<file path="config.mk">
export PLATFORM = sky130hd
export DESIGN_NAME = jtopl_mmr_bank
export DESIGN_NICKNAME = d
export VERILOG_FILES = /design/src/rtl/jtopl_mmr_bank.sv
export SDC_FILE = /design/constraint.sdc
export NUM_CORES = 1
export LEC_CHECK = 0
export CORE_MARGIN = 4
export CORE_UTILIZATION = 44
export DETAILED_ROUTE_END_ITERATION = 7
export PLACE_DENSITY_LB_ADDON = 0.12
export SKIP_CTS_REPAIR_TIMING = 1
export SLEW_MARGIN = 20
export SYNTH_ARGS = -nofsm -noshare
export SYNTH_HDL_FRONTEND = slang
export SYNTH_SLANG_ARGS = --single-unit
</file>
<file path="constraint.sdc">
create_clock -name i_clk -period 2.3 [get_ports i_clk]
set_clock_uncertainty 0.05 [all_clocks]
set_input_delay 0.46 -clock i_clk [delete_from_list [all_inputs] [get_ports i_clk]]
set_output_delay 0.46 -clock i_clk [all_outputs]
set_load 0.05 [all_outputs]
</file>
<file path="src/rtl/jtopl_mmr_bank.sv">
// jtopl_mmr_bank: OPL2/OPL3 CPU register front-end with busy window, drop counter,
// timer controls and per-channel update strobes.
module jtopl_mmr_bank #(
  parameter int CH       = 18,
  parameter int BANKS    = 2,
  parameter int BUSY_CYC = 4,
  parameter int CHW      = 5
) (
  input  logic           i_clk,
  input  logic           i_rst_n,
  input  logic           i_cenop,
  input  logic [7:0]     i_din,
  input  logic [1:0]     i_addr,
  input  logic           i_write,
  output logic           o_busy,
  output logic [7:0]     o_drop_cnt,
  output logic [7:0]     o_value_A,
  output logic [7:0]     o_value_B,
  output logic           o_load_A,
  output logic           o_load_B,
  output logic           o_flagen_A,
  output logic           o_flagen_B,
  output logic           o_clr_flag_A,
  output logic           o_clr_flag_B,
  output logic           o_opl3_en,
  output logic [5:0]     o_conn4op,
  output logic [7:0]     o_din_copy,
  output logic [4:0]     o_latch_fnum,
  output logic [CHW-1:0] o_up_ch,
  output logic           o_up_fnum,
  output logic           o_up_fbcon
);
  localparam int BW = $clog2(BUSY_CYC + 1);
  logic [7:0]    r_selreg;
  logic          r_selbank;
  logic [BW-1:0] r_busy_cnt;
  logic          w_data, w_acc, w_drop, w_dec, w_b0, w_b1, w_chok, w_ax, w_bx, w_cx, w_clr;
  logic [4:0]    w_ch;
  assign o_busy = r_busy_cnt != '0;
  assign w_data = i_write && i_addr[0];
  assign w_acc  = w_data && !o_busy;
  assign w_drop = w_data && o_busy;
  // bank1 is locked down to reg 05 until the NEW bit is set
  assign w_dec  = w_acc && (!r_selbank || o_opl3_en || r_selreg == 8'h05);
  assign w_b0   = w_dec && !r_selbank;
  assign w_b1   = w_dec && r_selbank;
  assign w_ch   = (r_selbank ? 5'd9 : 5'd0) + {1'b0, r_selreg[3:0]};
  assign w_chok = w_dec && r_selreg[3:0] <= 4'd8 && int'(w_ch) < CH;
  assign w_ax   = w_chok && r_selreg[7:4] == 4'hA;
  assign w_bx   = w_chok && r_selreg[7:4] == 4'hB;
  assign w_cx   = w_chok && r_selreg[7:4] == 4'hC;
  assign w_clr  = w_b0 && r_selreg == 8'h04 && i_din[7];
  always_ff @(posedge i_clk or negedge i_rst_n) begin
    if (!i_rst_n) begin
      r_selreg     <= '0;
      r_selbank    <= 1'b0;
      r_busy_cnt   <= '0;
      o_drop_cnt   <= '0;
      o_value_A    <= '0;
      o_value_B    <= '0;
      o_load_A     <= 1'b0;
      o_load_B     <= 1'b0;
      o_flagen_A   <= 1'b1;
      o_flagen_B   <= 1'b1;
      o_clr_flag_A <= 1'b0;
      o_clr_flag_B <= 1'b0;
      o_opl3_en    <= 1'b0;
      o_conn4op    <= '0;
      o_din_copy   <= '0;
      o_latch_fnum <= '0;
      o_up_ch      <= '0;
      o_up_fnum    <= 1'b0;
      o_up_fbcon   <= 1'b0;
    end else begin
      if (i_write && !i_addr[0]) begin
        r_selreg  <= i_din;
        r_selbank <= i_addr[1] && (BANKS == 2);
      end
      if (w_drop && o_drop_cnt != 8'hFF) o_drop_cnt <= o_drop_cnt + 8'd1;
      if (w_acc) begin
        r_busy_cnt   <= BW'(BUSY_CYC);
        o_din_copy   <= i_din;
        o_up_fnum    <= w_ax;
        o_up_fbcon   <= w_cx;
        o_clr_flag_A <= w_clr;
        o_clr_flag_B <= w_clr;
        if (w_ax || w_cx) o_up_ch <= CHW'(w_ch);
        if (w_bx) o_latch_fnum <= i_din[4:0];
        if (w_b0 && r_selreg == 8'h02) o_value_A <= i_din;
        if (w_b0 && r_selreg == 8'h03) o_value_B <= i_din;
        if (w_b0 && r_selreg == 8'h04) begin
          o_flagen_A <= !i_din[6];
          o_flagen_B <= !i_din[5];
          o_load_A   <= i_din[0];
          o_load_B   <= i_din[1];
        end
        if (w_b1 && r_selreg == 8'h04) o_conn4op <= i_din[5:0];
        if (w_b1 && r_selreg == 8'h05) o_opl3_en <= i_din[0];
      end else if (i_cenop) begin
        o_up_fnum    <= 1'b0;
        o_up_fbcon   <= 1'b0;
        o_clr_flag_A <= 1'b0;
        o_clr_flag_B <= 1'b0;
        if (o_busy) r_busy_cnt <= r_busy_cnt - BW'(1);
      end
    end
  end
endmodule
</file>
After elaboration in Yosys (flattened, before gate mapping)

Cells that the tools add are included.

Add/subtract/negate cells: 3
Magnitude comparators: 2
Eq/ne operators: 8
Muxes and demuxes: 8
Reduce and logical (&&, ||, !) cells: 38

Operators by type and width:

| operator            | count |
|---|---|
| $logic_and 1x1->1   | 19 |
| $eq 8x2->1 const B  | 2 |
| $eq 8x3->1 const B  | 2 |
| $reduce_and 2->1    | 8 |
| $eq 4x4->1 const B  | 3 |
| $mux 3              | 3 |
| $add 8x1->8 const B | 1 |
| $ne 8x8->1 const B  | 1 |
| $add 4x4->5         | 1 |
| $logic_not 1->1     | 5 |
| $lt 5x5->1 const B  | 1 |
| $le 4x4->1 const B  | 1 |
| $mux 1              | 4 |
| $mux 4              | 1 |
| $reduce_bool 2->1   | 2 |
| $logic_or 1x1->1    | 3 |
| $reduce_bool 3->1   | 1 |
| $sub 3x1->3 const B | 1 |

Register bits: 68
Bits of input ports: 14
Output and inout port bits: 58
Word-level logic and storage cells: 77

Longest topological paths before layout

Gate-level depths: netlist (run 1).

Depth in word-level cells: 9
Depth in mapped cells: 7
Depth with buffers taken out: 7

Least setup slack after synthesis (run 1)

No wires, ideal clock.

Kind: flip-flop to flip-flop
From: register r_selbank
To: register o_latch_fnum[0]
Setup time: 0.125 ns
Data arrival time: 2.017 ns
Required time: 2.125 ns
Setup slack: 0.108 ns
Stages on the path, launching flop included: 7
Path buffers: 0
Period minus slack after synthesis: 2.192 ns
Cell sequence: dfrtp_1 > ha_1 > ha_1 > nor4_1 > nor3_1 > nor4_4 > mux2_2

Word-level cells in the longest chain between the ends: 8
Elaborated cells on any way between the ends: 11
Those cells by class: 1 x add/sub; 1 x order compare; 1 x mux; 8 x reduce/logical

RTL lines:

| item                                                                | line | source |
|---|---|---|
| start: declaration                                                  | 35   | `logic r_selbank;` |
| start signal: assignment                                            | 77   | `r_selbank <= i_addr[1] && (BANKS == 2);` |
| parallel branches: the longest is 5 deep, another holds $add 4x4->5 | -    |  |
| $logic_and 1x1->1 (*)                                               | 48   | `assign w_chok = w_dec && r_selreg[3:0] <= 4'd8 && int'(w_ch) < CH;` |
| $logic_and 1x1->1 (*)                                               | 50   | `assign w_bx = w_chok && r_selreg[7:4] == 4'hB;` |
| $reduce_and 2->1 (no line) (*)                                      | -    |  |
| end signal: assignment                                              | 88   | `if (w_bx) o_latch_fnum <= i_din[4:0];` |
| end: declaration                                                    | 28   | `output logic [4:0] o_latch_fnum,` |

Every way passes the cells marked *.
A chain may end at the register's enable or synchronous reset.

Final worst setup path (run 1)

From: register r_selbank
To: register o_up_ch[2]

Word-level cells in the longest chain between the ends: 9
Elaborated cells on any way between the ends: 13
Those cells by class: 1 x add/sub; 1 x order compare; 1 x mux; 10 x reduce/logical

RTL lines:

| item                                                                | line | source |
|---|---|---|
| parallel branches: the longest is 9 deep, another holds $add 4x4->5 | -    |  |
| end signal: assignment                                              | 87   | `if (w_ax \|\| w_cx) o_up_ch <= CHW'(w_ch);` |
| end: declaration                                                    | 29   | `output logic [CHW-1:0] o_up_ch,` |

Parallel ways; which one is timed is not known.

==> results of run 1 <==
[power by group through the flow]
stage                     clock (mW)  sequential [mW]  combinational (mW)
after CTS                      0.963             1.55                1.40
after detailed placement           0             1.57                1.39
final                          0.940             1.55                1.41
after global placement             0             1.56                1.37
after global routing            1.03             1.59                1.51
after floorplan                    0             2.04               0.413
[per-layer routing]
| metal | global-route usage | share of wire | vias up |
|---|---|---|---|
| met1 | 0.210 | 0.44 | 993 |
| met2 | 0.274 | 0.49 | 44 |
| met5 | 0 | 0 | - |
| met3 | 0.0659 | 0.057 | 8 |
| met4 | 0.0612 | 0.015 | 0 |
| li1 | - | - | 968 |
[per-stage QoR]
step / TNS, ps / worst slack [ps] / hold WS, ps / instances
after floorplan: 0 / 108 / 114 / 219
after global placement: -826 / -56.3 / 419 / 382
after detailed placement: -1440 / -59.7 / 425 / 382
after CTS: -253 / -55.3 / 114 / 398
after global routing: -162 / -46.7 / 127 / 399
final: 0 / 27.5 / 105 / 399
[synth_stat cells (2+ instances only)]
| cell type | number | area (um2) |
|---|---|---|
| xor2_1 | 6 | 52.6 |
| dfrtp_1 | 66 | 1650 |
| inv_1 | 7 | 26.3 |
| nand3_1 | 10 | 50.1 |
| o21ai_0 | 12 | 60.1 |
| nor2b_1 | 2 | 12.5 |
| clkbuf_1 | 2 | 7.51 |
| dfstp_2 | 2 | 52.6 |
| xnor2_1 | 4 | 35.0 |
| ha_1 | 6 | 75.1 |
| nand3b_2 | 2 | 22.5 |
| nor2_1 | 4 | 15.0 |
| nor3_1 | 3 | 15.0 |
| nand2_1 | 17 | 63.8 |
| nand2b_1 | 3 | 18.8 |
| nor4_4 | 3 | 63.8 |
| mux2_2 | 48 | 541 |
| a21o_1 | 2 | 15.0 |
[logic make-up after synthesis]
group,after synthesis,share of synthesized area
muxes,49,0.186
and+or+nand+nor,55,0.120
DFF,68,0.575
AOI/OAI and AO/OA,19,0.0448
xor gates and xnor gates,10,0.0296
adders and majority gates,6,0.0253
buffers and inverters,12,0.0194
[cell type report]
type	instances	area, um2	area share
repair buffers	92	902	0.216
inverters	7	26.3	0.00630
well taps	77	96.3	0.0231
multi-input cells	139	1260	0.301
clock inverters	5	52.6	0.0126
flip-flops and latches	68	1710	0.409
clock buffers	11	131	0.0315
[registers in the layout, summed over array words and instances (netlist names), 3 cells and up]
register	flops
o_conn4op	6
r_selreg	8
o_value_B	8
o_din_copy	8
o_drop_cnt	8
o_up_ch	5
o_value_A	8
o_latch_fnum	5
r_busy_cnt	3
[worst max-delay path: stages, from the launching register on]
cell and delay (ps):
dfrtp_2 450, ha_4 320, nand3_1 120, a211oi_2 280, nor3_1 80, buf_4 160
a2111oi_4 180, buf_4 190, mux2_2 330
[worst max-delay path by stage]
stage                     slack, ps                  start                          end  cells past startpoint
after CTS                       -60  r_selbank$_DFFE_PN0P_  o_latch_fnum[0]$_DFFE_PN0P_                      8
after global placement          -60              i_addr[0]     o_conn4op[3]$_DFFE_PN0P_                      6
after floorplan                 110  r_selbank$_DFFE_PN0P_  o_latch_fnum[0]$_DFFE_PN0P_                      6
after global routing            -50  r_selbank$_DFFE_PN0P_       o_up_ch[3]$_DFFE_PN0P_                      8
after detailed placement        -60              i_addr[0]     o_conn4op[3]$_DFFE_PN0P_                      6
final                            30  r_selbank$_DFFE_PN0P_       o_up_ch[2]$_DFFE_PN0P_                      8
[cells in the final DEF, fill, tap and decap left out, types with 2 or more instances in the layout]
| master | count |
|---|---|
| clkdlybuf4s50_1 | 69 |
| dfrtp_1 | 65 |
| mux2_2 | 48 |
| buf_4 | 18 |
| nand2_1 | 17 |
| o21ai_0 | 12 |
| nand3_1 | 10 |
| clkbuf_8 | 9 |
| inv_1 | 7 |
| xor2_1 | 6 |
| nor2_1 | 4 |
| xnor2_1 | 4 |
| nand2b_1 | 3 |
| nor3_1 | 3 |
| nor4_4 | 3 |
| ha_4 | 3 |
| ha_1 | 3 |
| clkinv_2 | 3 |
| buf_12 | 3 |
| nor2b_1 | 2 |
| nand3b_2 | 2 |
| a21o_1 | 2 |
| clkbuf_1 | 2 |
| dfstp_2 | 2 |
==> results.py, run 1 <==
metrics = {
    "clocking": {
        "root_buffer": "clkbuf_8",
        "path_clk_slew_ps": 70,
        "htreeDepth": 3,
        "cts.sinks": 68,
        "cts_tree": "done",
        "clock_latency_ps": 350,
        "clk_path_buf_depth": 2,
        "numCtsBuffers": 9,
    },
    "routing": {
        "routed_wl_um": 6540,
        "vias": 2013,
        "vias_per_cell": 5.05,
        "drc": 0,
        "antenna_left": 0,
        "wire_per_inst_um": 16.4,
        "dr.first_iter.drc_count": 79,
        "drt_pass1_iterations": 4,
    },
    "placed_design": {
        "dp_hpwl_um": 4720,
        "io_buffers": 71,
        "gp_congestion": 0.763,
        "placed_cell_area_mm2": 0.00392,
    },
    "global_routing": {
        "antenna_found_initial": 0,
        "grt_pass1_vias": 2152,
        "grt_max_degree": 29,
        "grt_pass1_wl_um": 10900,
        "grt.total_usage": 0.171,
        "overflow": 0,
    },
    "setup_path": {
        "cp-end-kind": "flip-flop",
        "rr_endpoint": "o_up_ch[2]$_DFFE_PN0P_",
        "timing_worst_setup_path_type": "flip-flop to flip-flop",
        "critPathMaxFanout": 5,
        "reg2reg_depth": 8,
        "crit_path_start_kind": "flip-flop",
        "required_ps": 2480,
        "arrival_ps": 2450,
        "timing.rr.start": "r_selbank$_DFFE_PN0P_",
        "r2r_slack_ps": 30,
    },
    "yosys": {
        "ys.flop_type": "dfrtp_1",
        "ys.warnings.count": 0,
        "async_flop_share": 1.00,
        "synth-edff-count": 0,
        "syn-cell-area_mm2": 0.00296,
        "ys_seq_area_frac": 0.575,
        "synth_cells": 219,
        "syn_nets": 239,
        "ys_types": 38,
        "ys_ff_latch": 68,
        "synth_area_per_cell_um2": 13.5,
    },
    "sta": {
        "worst_pin_slew_ps": 796,
        "report.final.slew_viol_count": 0,
        "fmax_ghz": 0.440,
        "min_period_over_period": 0.988,
        "fin_crit_ps": 2270,
        "hold_viol": 0,
        "slew_headroom": 0.461,
        "setup_viol": 0,
    },
    "layout": {
        "fin_nets": 337,
        "final_util": 0.646,
        "syn_to_final_growth_pct": 40.8,
        "layout-drive-gt1-share": 0.326,
        "fin_area_mm2": 0.00417,
        "fillers": 517,
        "diodes": 0,
    },
    "power": {
        "share_seq_of_total_power": 0.398,
        "p_int_mw": 2.43,
        "p_per_area_mw_per_mm2": 937,
        "p_total_mw": 3.91,
        "p_leak_nw": 1.88,
        "pwr-share-clk": 0.241,
        "switching_share": 0.378,
        "netSwitchingPower_mw": 1.48,
        "vdd_drop_max_mv": 0.626,
        "comb_power_share": 0.362,
    },
    "floorplan": {
        "fp.dieH_um": 90.1,
        "core_mm2": 0.00646,
        "io_pins": 72,
        "start_util": 0.459,
        "rows": 29,
        "die_x_um": 90.1,
        "dieArea_mm2": 0.00811,
    },
    "run_status": {
        "status": "finished clean",
    },
    "run": {
        "drv_cap": 0,
    },
    "worst_hold_path": {
        "hold_class": "input port to asynchronous set/reset pin",
    },
}
Note: power is estimated with default switching activity, not from simulation.
==> run 2: changes to the inputs <==
- GPL_ROUTABILITY_DRIVEN: not set -> 1
- MAX_ROUTING_LAYER: not set -> met4
==> results.py, run 2 (synthesis gave the netlist of run 1 again) <==
metrics = {
    "run_status": {
        "status": "finished clean",
    },
    "setup_path": {
        "crit_family": "compound AO/OA/AOI/OAI gates",
        "critPathMaxFanout": 5,
        "path_cells": "ha_4 -> nand3_1 -> a211oi_2 -> nor3_1 -> buf_4 -> a2111oi_4 -> buf_4 -> mux2_2",
        "cpPeakStageDelay_ps": 450,
        "cp-end-kind": "flip-flop",
        "arrival_ps": 2450,
        "crit_buf_inv": 2,
        "crit_path_start_kind": "flip-flop",
        "crit_top_cell": "buf_4",
        "timing_worst_setup_path_type": "flip-flop to flip-flop",
        "required_ps": 2480,
        "slowest_stage": "dfrtp_2",
    },
    "floorplan": {
        "die_x_um": 90.1,
        "dieArea_mm2": 0.00811,
        "io_pins": 72,
        "fp.dieH_um": 90.1,
        "start_util": 0.459,
        "core_mm2": 0.00646,
        "rows": 29,
    },
    "sta": {
        "hold_viol": 0,
        "hold_ws_ps": 102,
        "slew_headroom": 0.454,
        "min_period_over_period": 0.987,
        "report.final.slew_viol_count": 0,
        "setup_tns_ps": 0,
        "setup_viol": 0,
        "worst_pin_slew_ps": 806,
        "fin_crit_ps": 2270,
        "fmax_ghz": 0.440,
    },
    "power": {
        "p_per_area_mw_per_mm2": 937,
        "p_leak_nw": 1.88,
        "vdd_drop_max_mv": 0.626,
    },
    "global_routing": {
        "grt_max_degree": 29,
        "grt.total_usage": 0.176,
        "grt_pass1_wl_um": 10800,
        "antenna_found_initial": 0,
        "overflow": 0,
        "grt_pass1_vias": 2154,
    },
    "layout": {
        "fin_nets": 337,
        "instances_no_fill": 399,
        "diodes": 0,
        "multiInputGateArea_mm2": 0.00126,
        "ff_latch_area_mm2": 0.00171,
        "syn_to_final_growth_pct": 40.8,
        "final_util": 0.646,
        "fin_area_mm2": 0.00417,
        "layout-drive-gt1-share": 0.326,
        "fillers": 517,
        "final_cell_mix": "clkdlybuf4s50_1 (69), dfrtp_1 (65), mux2_2 (48)",
        "final_common_cell": "clkdlybuf4s50_1",
    },
    "worst_hold_path": {
        "hold_class": "input port to asynchronous set/reset pin",
    },
    "routing": {
        "antenna_left": 0,
        "dr.first_iter.drc_count": 65,
        "routed_wl_um": 6520,
        "drc": 0,
        "wire_per_inst_um": 16.3,
        "vias": 2027,
        "drt_pass1_iterations": 4,
        "vias_per_cell": 5.08,
    },
    "clocking": {
        "cts_tree": "done",
        "path_clk_slew_ps": 70,
        "numCtsBuffers": 9,
        "root_buffer": "clkbuf_8",
        "htreeDepth": 3,
        "clk_path_buf_depth": 2,
        "clock_latency_ps": 350,
        "cts.sinks": 68,
    },
    "placed_design": {
        "gp_congestion": 0.773,
        "placed_cell_area_mm2": 0.00392,
        "io_buffers": 71,
        "place_inst": 382,
        "dp_hpwl_um": 4720,
    },
    "run": {
        "drv_cap": 0,
    },
}
run 2: path summary, 6_finish.rpt:
kind	from	to	slack (ps)	cells after the start
worst max-delay path	r_selbank$_DFFE_PN0P_	o_up_ch[2]$_DFFE_PN0P_	30	8
worst min-delay path	i_rst_n	o_value_B[6]$_DFFE_PN0P_	100	1
min in group i_clk	o_flagen_A$_DFFE_PN1P_	o_flagen_A$_DFFE_PN1P_	430	2
max in group asynchronous	i_rst_n	r_selbank$_DFFE_PN0P_	1430	2
worst max register to register	r_selbank$_DFFE_PN0P_	o_up_ch[2]$_DFFE_PN0P_	30	8
worst min register to register	o_flagen_A$_DFFE_PN1P_	o_flagen_A$_DFFE_PN1P_	430	2
run 2: final cells by class:
type / instances / area share
well taps: 77 / 0.0231
repair buffers: 92 / 0.216
inverters: 7 / 0.00630
clock inverters: 5 / 0.0126
clock buffers: 11 / 0.0315
multi-input cells: 139 / 0.301
flip-flops and latches: 68 / 0.409
run 2: through the flow:
stage               power (mW)  setup slack [ps]
floorplan                 2.46               108
global placement          2.93             -56.3
detailed placement        2.96             -59.7
CTS                       3.91             -55.3
global route              4.12             -46.7
finish                    3.91              29.6
run 2: routing by layer:
layer / vias up / track usage / routed length (um)
met3: 7 / 0.0584 / 325
li1: 972 / - / -
met1: 1005 / 0.214 / 2910
met4: 0 / 0.0612 / 78
met2: 43 / 0.275 / 3200
met5: - / - / 0
run 2: power breakdown:
part	internal (mW)	switching [mW]	total, mW
clock	0.496	0.447	0.942
sequential	1.39	0.164	1.55
combinational	0.544	0.868	1.41
==> run 3: changes to the inputs <==
- CORE_ASPECT_RATIO: not set -> 1.1
- SKIP_CTS_REPAIR_TIMING: 1 -> not set
==> results.py, run 3 (synthesis gave the netlist of run 1 again) <==
metrics = {
    "run_status": {
        "status": "finished clean",
    },
    "floorplan": {
        "core_mm2": 0.00656,
        "dieArea_mm2": 0.00811,
        "io_pins": 72,
        "die_x_um": 86.2,
        "fp.dieH_um": 94.1,
        "start_util": 0.452,
        "rows": 31,
    },
    "power": {
        "p_total_mw": 4.09,
        "switching_share": 0.362,
        "share_seq_of_total_power": 0.381,
        "comb_power_share": 0.343,
        "p_int_mw": 2.61,
        "p_leak_nw": 1.88,
        "vdd_drop_max_mv": 0.699,
        "netSwitchingPower_mw": 1.48,
        "pwr-share-clk": 0.276,
        "p_per_area_mw_per_mm2": 972,
    },
    "clocking": {
        "cts_tree": "done",
        "path_clk_slew_ps": 80,
        "numCtsBuffers": 9,
        "htreeDepth": 3,
        "root_buffer": "clkbuf_8",
        "hold_buffers": 0,
        "cts.sinks": 68,
        "clk_path_buf_depth": 2,
        "clock_latency_ps": 330,
    },
    "global_routing": {
        "grt_pass1_wl_um": 10400,
        "antenna_found_initial": 0,
        "grt.total_usage": 0.172,
        "overflow": 0,
        "grt_max_degree": 69,
        "grt_pass1_vias": 2050,
    },
    "layout": {
        "layout-drive-gt1-share": 0.329,
        "diodes": 0,
        "final_common_cell": "clkdlybuf4s50_1",
        "fillers": 532,
        "final_util": 0.641,
        "fin_nets": 334,
        "final_cell_mix": "clkdlybuf4s50_1 (69), dfrtp_1 (64), mux2_2 (48)",
        "syn_to_final_growth_pct": 41.9,
    },
    "setup_path": {
        "cpPeakStageDelay_ps": 460,
        "required_ps": 2470,
        "timing_worst_setup_path_type": "flip-flop to flip-flop",
        "path_cells": "ha_4 -> buf_4 -> a21o_1 -> a211oi_2 -> nor3_4 -> a2111oi_4 -> buf_4 -> mux2_2",
        "crit_path_start_kind": "flip-flop",
        "crit_top_cell": "buf_4",
        "slowest_stage": "dfrtp_2",
        "crit_buf_inv": 2,
        "critPathMaxFanout": 5,
        "cp-end-kind": "flip-flop",
        "crit_family": "compound AO/OA/AOI/OAI gates",
        "arrival_ps": 2370,
    },
    "routing": {
        "routed_wl_um": 6230,
        "vias": 2046,
        "dr.first_iter.drc_count": 103,
        "vias_per_cell": 5.10,
        "antenna_left": 0,
        "drc": 0,
        "wire_per_inst_um": 15.5,
        "drt_pass1_iterations": 4,
    },
    "sta": {
        "worst_pin_slew_ps": 525,
        "fin_crit_ps": 2200,
        "hold_viol": 0,
        "fmax_ghz": 0.454,
        "worst_slack_ps": 98.1,
        "min_period_over_period": 0.957,
        "setup_viol": 0,
        "slew_headroom": 0.649,
        "report.final.slew_viol_count": 0,
        "setup_tns_ps": 0,
        "rsz0062_at_grt": "false",
    },
    "worst_hold_path": {
        "hold_class": "input port to asynchronous set/reset pin",
    },
    "placed_design": {
        "gp_congestion": 0.756,
        "io_buffers": 71,
        "dp_hpwl_um": 4370,
        "dp_slack_ps": -187,
    },
    "run": {
        "drv_cap": 0,
    },
}
-- run 3: per-layer routing --
metal / vias to the layer above / track usage / share of wire
met5: - / - / 0
met4: 0 / 0.0779 / 0.015
met3: 8 / 0.0439 / 0.054
met2: 51 / 0.244 / 0.47
met1: 1016 / 0.231 / 0.47
li1: 971 / - / -
-- run 3: stage by stage --
stage	cell area, um2	cells	hold WS, ps
after floorplan	2960	219	114
after global placement	3870	382	413
after detailed placement	3870	382	423
after CTS	4140	398	85.9
after global routing	4200	401	92.8
final	4200	401	70.8
-- run 3: layout make-up --
type	instances	area (um2)	area share
clock buffers	11	151	0.0360
inverters	7	26.3	0.00625
repair buffers	89	863	0.205
flip-flops and latches	68	1710	0.406
multi-input cells	139	1270	0.302
well taps	82	103	0.0244
clock inverters	5	83.8	0.0199
-- run 3: worst reg2reg max path: stages, from the launching register on --
cell,delay [ps]
dfrtp_2,460
ha_4,190
buf_4,140
a21o_1,180
a211oi_2,280
nor3_4,90
a2111oi_4,190
buf_4,190
mux2_2,320
-- run 3: power by group through the flow --
stage / logic (mW) / registers [mW] / clock network (mW)
final: 1.40 / 1.56 / 1.13
after global routing: 1.49 / 1.59 / 1.21
after global placement: 1.35 / 1.56 / 0
after floorplan: 0.413 / 2.04 / 0
after detailed placement: 1.36 / 1.57 / 0
after CTS: 1.38 / 1.55 / 1.15
-- run 3: timing repair --
| item | in CTS | in global routing |
|---|---|---|
| endpoints found under the setup margin | 6 | 9 |
| pin swaps | 0 | 4 |
| gates resized for setup | 4 | 8 |
| buffers inserted | 0 | 3 |
-- run 3: final timing paths --
check / to / slack (ps) / from / depth (start not counted)
min: o_drop_cnt[2]$_DFFE_PN0P_ / 70 / i_rst_n / 2
max reg2reg: o_up_ch[1]$_DFFE_PN0P_ / 100 / r_selbank$_DFFE_PN0P_ / 8
min in group i_clk: o_flagen_A$_DFFE_PN1P_ / 430 / o_flagen_A$_DFFE_PN1P_ / 2
max in group asynchronous: o_flagen_B$_DFFE_PN1P_ / 1790 / i_rst_n / 2
min reg2reg: o_flagen_A$_DFFE_PN1P_ / 430 / o_flagen_A$_DFFE_PN1P_ / 2
max: o_up_ch[1]$_DFFE_PN0P_ / 100 / r_selbank$_DFFE_PN0P_ / 8
